$ cat src/rtl/adder_share_arbiter.sv
// Round-robin arbiter sharing one registered adder among NREQ requesters.
// Optional carry-out reporting on rsp_ovf is enabled by defining ADDER_ARB_OVF_EN.
module adder_share_arbiter #(
    parameter int NREQ  = 4,
    parameter int WIDTH = 3,
    parameter int IDW   = 2
) (
    input  logic                  iclk,
    input  logic                  irst,
    input  logic [NREQ-1:0]       req,
    input  logic [NREQ*WIDTH-1:0] a_flat,
    input  logic [NREQ*WIDTH-1:0] b_flat,
    output logic [NREQ-1:0]       gnt,
    output logic [WIDTH-1:0]      add_a,
    output logic [WIDTH-1:0]      add_b,
    input  logic [WIDTH-1:0]      add_result,
    output logic                  rsp_valid,
    output logic [IDW-1:0]        rsp_id,
    output logic [WIDTH-1:0]      rsp_data,
    output logic                  rsp_ovf,
    output logic                  busy
);
    typedef enum logic [1:0] {IDLE, ISSUE, WAIT} state_t;

    state_t           state;
    logic [WIDTH-1:0] op_a, op_b;
    logic [IDW-1:0]   id_q, rr_ptr, win;
    logic             found;
    logic [IDW:0]     cand;

    // Search upward from the slot after the last winner, wrapping at NREQ.
    always_comb begin
        found = 1'b0;
        win   = '0;
        cand  = '0;
        for (int k = 1; k <= NREQ; k++) begin
            cand = {1'b0, rr_ptr} + (IDW+1)'(k);
            if (cand >= (IDW+1)'(NREQ))
                cand = cand - (IDW+1)'(NREQ);
            if (!found && req[cand[IDW-1:0]]) begin
                found = 1'b1;
                win   = cand[IDW-1:0];
            end
        end
    end

    always_ff @(posedge iclk) begin
        if (irst) begin
            state     <= IDLE;
            gnt       <= '0;
            rsp_valid <= 1'b0;
            rsp_id    <= '0;
            rsp_data  <= '0;
            op_a      <= '0;
            op_b      <= '0;
            id_q      <= '0;
            rr_ptr    <= IDW'(NREQ-1);
        end else begin
            gnt       <= '0;
            rsp_valid <= 1'b0;
            case (state)
                IDLE: if (found) begin
                    gnt    <= NREQ'(1) << win;
                    op_a   <= a_flat[win*WIDTH +: WIDTH];
                    op_b   <= b_flat[win*WIDTH +: WIDTH];
                    id_q   <= win;
                    rr_ptr <= win;
                    state  <= ISSUE;
                end
                ISSUE: state <= WAIT;
                WAIT: begin
                    rsp_data  <= add_result;
                    rsp_id    <= id_q;
                    rsp_valid <= 1'b1;
                    state     <= IDLE;
                end
                default: state <= IDLE;
            endcase
        end
    end

    assign add_a = op_a;
    assign add_b = op_b;
    assign busy  = (state != IDLE);

`ifdef ADDER_ARB_OVF_EN
    // op_a/op_b are still held in WAIT, so the carry is recomputed locally.
    logic [WIDTH:0] wide_sum;
    assign wide_sum = {1'b0, op_a} + {1'b0, op_b};

    always_ff @(posedge iclk) begin
        if (irst)
            rsp_ovf <= 1'b0;
        else
            rsp_ovf <= (state == WAIT) && wide_sum[WIDTH];
    end
`else
    assign rsp_ovf = 1'b0;
`endif

endmodule

$ cat config.mk
export PLATFORM = sky130hd
export DESIGN_NAME = adder_share_arbiter
export DESIGN_NICKNAME = d
export VERILOG_FILES = /design/src/rtl/adder_share_arbiter.sv
export SDC_FILE = /design/constraint.sdc
export NUM_CORES = 1
export LEC_CHECK = 0
export CAP_MARGIN = 10
export CORE_MARGIN = 2
export CORE_UTILIZATION = 25
export DETAILED_ROUTE_END_ITERATION = 7
export PLACE_DENSITY_LB_ADDON = 0.12
export SYNTH_ARGS = -nofsm -noshare
export SYNTH_HDL_FRONTEND = slang
export SYNTH_SLANG_ARGS = --single-unit
$ cat constraint.sdc
create_clock -name iclk -period 1.9 [get_ports iclk]
set_input_delay 0.475 -clock iclk [delete_from_list [all_inputs] [get_ports iclk]]
set_output_delay 0.475 -clock iclk [all_outputs]
set_load 0.05 [all_outputs]
# --- After elaboration in Yosys (flattened, before gate mapping) ---
# Index checks and enable logic that the tools add are counted.
totals:
  regBits: 22
  input_bits: 33
  output_inout_bits: 18
  elab_cells: 67
op_classes:
  n_addsub: 8
  mul: 1
  n_lt_le_gt_ge: 8
  eq_ne: 3
  shift: 3
  n_mux: 23
  bitwise_logic: 2
  n_reduce_logical: 10
op_table:
  columns: ["cell", "n"]
  rows:
  - ["12-bit by 5-bit indexed part select with 3-bit output", 2]
  - ["2-bit 2-to-1 mux", 9]
  - ["3-bit greater-or-equal comparator (second input constant)", 4]
  - ["2-bit by 3-bit less-than comparator with 1-bit output (second input constant)", 4]
  - ["1-bit 2-to-1 mux", 9]
  - ["1-bit binary-select mux with 2-bit select", 4]
  - ["2-bit by 1-bit subtractor with 2-bit output (second input constant)", 4]
  - ["2-bit by 2-bit adder with 3-bit output (second input constant)", 2]
  - ["2-bit by 2-bit multiplier with 4-bit output (second input constant)", 1]
  - ["2-bit case mux with 2 select lines", 1]
  - ["1-bit by 2-bit << shifter with 4-bit output (first input constant)", 1]
  - ["2-bit by 1-bit adder with 3-bit output (second input constant)", 1]
  - ["2-bit by 3-bit adder with 3-bit output (second input constant)", 1]
  - ["1-bit logical AND", 3]
  - ["1-bit logical NOT", 3]
  - ["3-bit OR reduction", 1]
  - ["2-bit by 1-bit equality test with 1-bit output (second input constant)", 1]
  - ["2-bit equality test (second input constant)", 1]
  - ["2-bit logical NOT", 1]
  - ["2-bit != test (second input constant)", 1]
  - ["1-bit inverter", 2]
  - ["2-bit AND reduction", 1]
  - ["2-bit nonzero test", 1]

# --- Longest topological paths before layout ---
# Gate-level depths: netlist of run 1.
logic_depth:
  word_depth: 17
  mapped_depth: 7
  mapped_depth_nobuf: 5

# --- Worst setup path after synthesis of run 1 ---
# OpenSTA, ideal clock, no wires.
synth_timing:
  kind: "in2reg"
  from: "in req[3]"
  to: "reg op_b[2] (netlist: add_b[2])"
  setup_time_ns: 0.074
  arrival_time_ns: 1.488
  required_ns: 1.826
  path_slack_ns: 0.338
  cell_stages: 6
  path_buffers: 1
  path_cell_list: "and3b_4 -> o31ai_4 -> buf_6 -> nand3_1 -> mux2_2 -> o211ai_2"
synth_via:
  elab_chain_cells: 14
  elab_cells_between_ends: 25
  classes_between: "mul: 1; shift: 1; mux: 16; reduce/logical: 7"
synth_lines:
  columns: ["element", "line_no", "rtl"]
  rows:
  - ["start: declaration", "10", "input logic [NREQ-1:0] req,"]
  - ["1-bit binary-select mux with 2-bit select", "40", "if (!found && req[cand[IDW-1:0]]) begin"]
  - ["1-bit 2-to-1 mux (implied by the code)", "40", null]
  - ["1-bit 2-to-1 mux", "40", null]
  - ["1-bit logical NOT", "40", null]
  - ["1-bit logical AND", "40", null]
  - ["1-bit 2-to-1 mux", "40", null]
  - ["1-bit logical NOT", "40", null]
  - ["1-bit logical AND", "40", null]
  - ["1-bit 2-to-1 mux", "40", null]
  - ["1-bit logical NOT", "40", null]
  - ["1-bit logical AND", "40", null]
  - ["2-bit 2-to-1 mux", "40", null]
  - ["2-bit by 2-bit multiplier with 4-bit output", "65", "op_b <= b_flat[win*WIDTH +: WIDTH];"]
  - ["12-bit by 5-bit indexed part select with 3-bit output", "65", null]
  - ["end signal: assignment", "65", null]
  - ["end: declaration", "26", "logic [WIDTH-1:0] op_a, op_b;"]
# Several ways; a longest one is shown, not always the timed one. The select of a mux whose other input is x is not followed.
# A chain may end at the register's enable or synchronous reset.

# --- Final worst setup path of run 1 ---
layout_timing:
  from: "reg rr_ptr[1]"
  to: "reg op_b[1] (netlist: add_b[1])"
layout_via:
  elab_chain_cells: 17
  elab_cells_between_ends: 41
  classes_between: "add/sub: 8; mul: 1; order compare: 4; shift: 1; mux: 20; reduce/logical: 7"
layout_lines:
  columns: ["element", "line_no", "rtl"]
  rows:
  - ["start: declaration", "27", "logic [IDW-1:0] id_q, rr_ptr, win;"]
  - ["start signal: assignment", "57", "rr_ptr <= IDW'(NREQ-1);"]
  - ["start signal: assignment", "67", "rr_ptr <= win;"]
  - ["2-bit by 1-bit adder with 3-bit output", "37", "cand = {1'b0, rr_ptr} + (IDW+1)'(k);"]
  - ["3-bit greater-or-equal comparator or 2-bit by 1-bit subtractor with 2-bit output (tied branches)", "38, 39", null]
  - ["2-bit 2-to-1 mux", "38", "if (cand >= (IDW+1)'(NREQ))"]
  - ["1-bit binary-select mux with 2-bit select", "40", null]
  - ["1-bit 2-to-1 mux (implied by the code)", "40", null]
  - ["1-bit 2-to-1 mux", "40", null]
  - ["1-bit logical NOT", "40", null]
  - ["1-bit logical AND", "40", null]
  - ["1-bit 2-to-1 mux", "40", null]
  - ["1-bit logical NOT", "40", null]
  - ["1-bit logical AND", "40", null]
  - ["1-bit 2-to-1 mux", "40", null]
  - ["1-bit logical NOT", "40", null]
  - ["1-bit logical AND", "40", null]
  - ["2-bit 2-to-1 mux", "40", null]
  - ["2-bit by 2-bit multiplier with 4-bit output", "65", null]
  - ["12-bit by 5-bit indexed part select with 3-bit output", "65", null]
# Several ways; a longest one is shown, not always the timed one. The select of a mux whose other input is x is not followed.

==> results.yml, run 1 <==
global_route:
  grt.overflow.total: 0
  grt.total_usage: 0.1117
  antenna_found_initial: 0
  grt_max_degree: 16
  grt_pass1_wl_um: 4512
  grt_pass1_vias: 1004
placed_design:
  dp_hpwl_um: 2250
  place.gp.congestion: 0.7501
  io_buffer_count: 49
clocking:
  clk_latency_ns: 0.26
  clkSinkCount: 22
  path_clk_slew_ns: 0.09
  cts_max_path_buffers: 2
  cts_tree: "built"
  clock-root-buffer: "clkbuf_8"
  cts_buffers: 3
  h-tree-depth: 1
timing:
  rsz0062_at_grt: "false"
  finalSetupTns_ns: 0
  slew_violations: 0
  final_hold_viol_count: 0
  min_period_over_period: 0.8991
  finalSetupViolations: 0
  fin_worst_skew_ns: 0.006259
  clock.fmax_mhz: 585.4
  worst_pin_slew_ns: 0.6369
  min_period_ns: 1.708
  maxSlewHeadroom: 0.5745
route:
  dr.pass1.iters: 3
  vias_per_cell: 4.602
  drt_iter0_markers: 22
  top_layer_used: "met4"
  num_vias: 1040
  met3_length_um: 138
  drc: 0
  met1_length_um: 1202
  wire_per_inst_um: 12.58
  ant_nets: 0
  wl_met2_um: 1446
  finalWirelength_um: 2842
synthesis:
  ys_seq_area_frac: 0.3911
  synth_nets: 151
  synth-seq-cells: 22
  synth_area_leader_cell: "dfxtp_1"
  synth_area_um2: 1126
  synth.avg_cell_area_um2: 9.543
  yosys_warnings: 0
  synthesis.instances: 118
  ys_top_cells_by_area: "dfxtp_1 39%, mux2i_1 12%, o211ai_2 6.7%"
  synth_cell_type_count: 31
  synth_top_area_share: 0.3911
floorplanning:
  design.die.area_um2: 5057
  die_h_um: 71.12
  initial_utilization: 0.2586
  design.portCount: 51
  coreArea_um2: 4354
  rows: 24
  die_w_um: 71.12
setup_path:
  crit_path_start_kind: "register"
  critPathMaxFanout: 15
  path_class: "register to register"
  cp.arrival_ns: 1.91
  r2r_cells: 6
  cp.required_ns: 2.10
  end_kind: "register"
layout:
  antenna_cells: 0
  fin_util: 0.4075
  finalNetCount: 208
  synthToLayoutAreaGrowth_pct: 57.56
  drive_gt1_frac: 0.2931
pwr:
  vdd_drop_max_v: 0.0002810
  total_leakage_power_nw: 0.7639
  p_per_area_nw_per_um2: 861.5
run_status:
  status: "complete, no violations"
job:
  maxCapViolations: 0
worst_hold_path:
  hp-class: "register to register"
  holdPathStages: 1
-- layout by cell type, fill, tap and decap left out, types with 2 or more instances in the layout --
cell             instances
inv_1                    3
clkbuf_8                 3
nand2b_1                 3
buf_4                   26
or2_2                    2
dlygate4sd2_1            2
mux2_2                   5
a21oi_1                  3
nand2_1                  7
dfxtp_1                 22
mux2i_1                 13
clkdlybuf4s50_1         28
dlymetal6s2s_1           2
buf_12                   2
nand3_1                 10
o211ai_2                 6
nor4b_1                  2
nor2b_1                  4
nor3_1                   2
nor2_1                  15
-- flip-flops by register name, indices dropped and copies added, names as in the netlist, 2 cells and up --
register / cells
rsp_data: 3
add_a: 3
rr_ptr: 2
id_q: 2
gnt: 4
state: 2
add_b: 3
rsp_id: 2
-- layout make-up --
type                            instances  area [µm²]
Fill cell                             431        2580
Multi-Input combinational cell         85       628.1
Timing Repair Buffer                   60       558.0
Sequential cell                        22       440.4
Tap cell                               52       65.06
Clock buffer                            3       41.29
Clock inverter                          1       30.03
Inverter                                3       11.26
-- critical path: stages, from the launching register on --
cell and delay [ns]:
dfxtp_1 0.50, mux2i_1 0.25, o22ai_1 0.13, a21oi_2 0.18, buf_12 0.17, mux2_2 0.35
o211ai_2 0.06
-- synthesized netlist by cell type --
master	count
nand3b_1	1
or2_4	1
nor4_2	1
nand2b_1	3
clkbuf_2	1
nor2_1	15
o21ai_1	1
nor2b_1	4
o31ai_4	1
nor3_1	2
nor4b_1	2
nand2_1	7
o22ai_1	1
nor3b_1	1
a21oi_2	1
dfxtp_1	22
clkbuf_1	2
mux2i_1	13
mux2_2	5
conb_1	1
a21oi_1	3
o211ai_2	6
or2_2	2
inv_1	3
buf_6	3
nor3_2	1
a211o_1	1
and3b_4	1
nand3_1	10
buf_4	2
o21bai_1	1
-- routing by layer --
| metal | vias up | global-route usage |
|---|---|---|
| met5 | - | 0 |
| met4 | 0 | 0.04612 |
| met3 | 6 | 0.02564 |
| met2 | 26 | 0.1869 |
| met1 | 488 | 0.1381 |
| li1 | 520 | - |
-- timing repair --
item / 4_1_cts / 5_1_grt
buffers inserted: 0 / 0
hold buffers: 0 / 0
endpoints found under the setup margin: 8 / 6
resized for setup: 4 / 2
-- final timing paths --
| check | start | to | slack [ns] |
|---|---|---|---|
| hold reg to reg | state[1] | state[1] | 0.45 |
| setup / recovery | rr_ptr[1] | add_b[1] | 0.19 |
| hold / removal | state[1] | state[1] | 0.45 |
| setup reg to reg | rr_ptr[1] | add_b[1] | 0.19 |
-- kinds of logic (layout without fill, tap and decap cells) --
family	after synthesis	count (layout)	share of synthesized area
multiplexers	18	18	0.1655
other	1	1	0.003330
AO/OA/AOI/OAI	15	15	0.1311
AND/OR/NAND/NOR	51	51	0.2444
buffers and inverters	11	67	0.06444
flip-flops	22	22	0.3911
-- where the power goes --
group / total, mW / internal (mW) / switching [mW]
Clock: 0.441 / 0.281 / 0.160
Sequential: 0.542 / 0.510 / 0.0314
Combinational: 0.545 / 0.247 / 0.298
-- through the flow --
| stage | cell area (µm²) | hold WS [ns] | power, mW | instances | worst slack [ns] |
|---|---|---|---|---|---|
| floorplan | 1126 | 0.4145 | 0.8965 | 118 | 0.3376 |
| global placement | 1685 | 0.4291 | 1.094 | 222 | -0.3526 |
| detailed placement | 1685 | 0.4432 | 1.102 | 222 | -0.3795 |
| CTS | 1769 | 0.4552 | 1.548 | 226 | 0.01053 |
| global route | 1774 | 0.4895 | 1.598 | 226 | 0.07167 |
| finish | 1774 | 0.4537 | 1.528 | 226 | 0.1916 |
Power figures use the tool's default switching activity.
==> inputs of run 2 (changes only) <==
- ABC_CLOCK_PERIOD_IN_PS: not set -> 1600
- clock period: 1.9 -> 1.6 ns (I/O delays scaled with it)
==> run 2 against run 1 <==
Compared with the run above:
- the run now ends with setup timing left
- combinational power increased by 58%
- sequential power increased by 23%
- register-to-register slack got worse by 0.19 ns
- sequential share of layout area decreased by 4.0 points
- first-iteration DRC count increased by 14%
- die area unchanged
- wire length increased by 9.1%
- final area increased by 21%
- critical path depth increased by 1
- sequential cell count unchanged
- clock power increased by 22%
- total power increased by 35%
==> results.yml, run 2 (synthesis results as in run 1) <==
global_route:
  antenna_found_initial: 0
  grt.total_usage: 0.1179
  grt.overflow.total: 0
  grt_pass1_vias: 1016
  grt_max_degree: 16
  grt_pass1_wl_um: 4719
clocking:
  clk_latency_ns: 0.27
  path_clk_slew_ns: 0.09
  clkSinkCount: 22
  cts_max_path_buffers: 2
  cts_buffers: 3
  h-tree-depth: 1
  clock-root-buffer: "clkbuf_8"
  cts_tree: "built"
setup_path:
  critPathTopFamily: "multiplexers"
  r2r_slack_ns: -0.003
  path_class: "register to register"
  crit_chain: "mux2i_1 > o22ai_2 > a21oi_2 > buf_6 > clkbuf_16 > mux2_2 > o211ai_2"
  max_stage_delay_ns: 0.39
  r2r-start: "rr_ptr[1]"
  cp-startpoint: "rr_ptr[1]"
  cp.arrival_ns: 1.81
  r2r_cells: 7
  cp_num_buf_inv: 2
  r2r_end: "add_a[2]"
  crit_slowest_cell: "dfxtp_4"
  crit_cells: 7
  critPathMaxFanout: 7
  crit_path_start_kind: "register"
  cp.required_ns: 1.80
  end_kind: "register"
timing:
  rsz0062_at_grt: "true"
  fin_worst_skew_ns: 0.002761
  min_period_ns: 1.603
  final_hold_viol_count: 0
  slew_violations: 0
  finalSetupViolations: 1
  min_period_over_period: 1.002
  clock.fmax_mhz: 623.7
  fin_ws_ns: -0.003214
route:
  dr.pass1.iters: 4
  wire_per_inst_um: 13.20
  ant_nets: 0
  finalWirelength_um: 3101
  num_vias: 1083
  drc: 0
  vias_per_cell: 4.609
  drt_iter0_markers: 25
placed_design:
  dpl.cell_count: 226
  dp_hpwl_um: 2275
  place.gp.congestion: 0.7963
  io_buffer_count: 49
run_status:
  status: "finished with violations"
  violations: "setup timing"
layout:
  finalNetCount: 217
  synthToLayoutAreaGrowth_pct: 90.00
  drive_gt1_frac: 0.4044
  layout.cells.non_filler: 235
  final_cell_mix: "28 x clkdlybuf4s50_1, 20 x dfxtp_1, 18 x buf_12, 17 x buf_4, 15 x nor2_1"
  top_register: "gnt"
  final_common_cell: "clkdlybuf4s50_1"
  largest_reg_flops: 4
  antenna_cells: 0
job:
  maxCapViolations: 0
worst_hold_path:
  hold_end: "id_q[1]"
  min_from: "id_q[1]"
  holdPathStages: 2
  hp-class: "register to register"
pwr:
  vdd_drop_max_v: 0.0004523
  p_per_area_nw_per_um2: 963.9
  power_mw: 2.062
  total_leakage_power_nw: 0.8669
floorplanning:
  design.portCount: 51
  die_h_um: 71.12
  initial_utilization: 0.2586
  design.die.area_um2: 5057
  coreArea_um2: 4354
  die_w_um: 71.12
  rows: 24
## run 2: routing by layer
layer  vias to the layer above  GRT usage  wire, µm
li1                        539          -         -
met1                       512     0.1460      1333
met2                        27     0.1963      1560
met3                         5    0.02707       160
met4                         0    0.05031        46
met5                         -          0         0
## run 2: what timing repair did
item | 4_1_cts | 5_1_grt
setup endpoints to repair | 14 | 7
gates resized for setup | 7 | 24
hold buffers | 0 | 0
cloned | 0 | 1
pin swaps | 1 | 2
buffers inserted | 1 | 3
## run 2: stage by stage
stage	worst slack, ns	utilization	setup TNS, ns	area, µm²	hold WS (ns)
after floorplan	0.05011	-	0	1126	0.4145
after global placement	-0.5328	0.4371	-6.055	1903	0.4881
after detailed placement	-0.6302	0.4371	-7.406	1903	0.4908
after CTS	0.03595	0.4606	0	2006	0.5082
after global routing	-0.06794	0.4914	-0.3291	2140	0.5297
final	-0.003214	0.4914	-0.003214	2140	0.5111
## run 2: tightest hold or removal path, stage by stage (launching register included)
cell and delay, ns:
dfxtp_1 0.35, a21oi_1 0.06, nor2_1 0.07
## run 2: layout make-up
type	count	area (µm²)
Sequential cell	22	445.4
Tap cell	52	65.06
Clock buffer	3	41.29
Clock inverter	1	30.03
Inverter	3	11.26
Timing Repair Buffer	69	838.3
Fill cell	411	2215
Multi-Input combinational cell	85	708.2
## run 2: report_power, final
part           total, mW  switching, mW  internal [mW]
Clock              0.538          0.203          0.335
Combinational      0.860          0.395          0.465
Sequential         0.664         0.0561          0.608
Total               2.06          0.655           1.41
## run 2: worst max-delay path by stage
stage | end | slack [ns]
3_5_place_dp | add_a[2] | -0.63
4_1_cts | add_a[2] | 0.04
5_1_grt | add_a[2] | -0.07
6_report | add_a[2] | -0.003
2_1_floorplan | add_a[0] | 0.05
3_3_place_gp | add_b[0] | -0.53
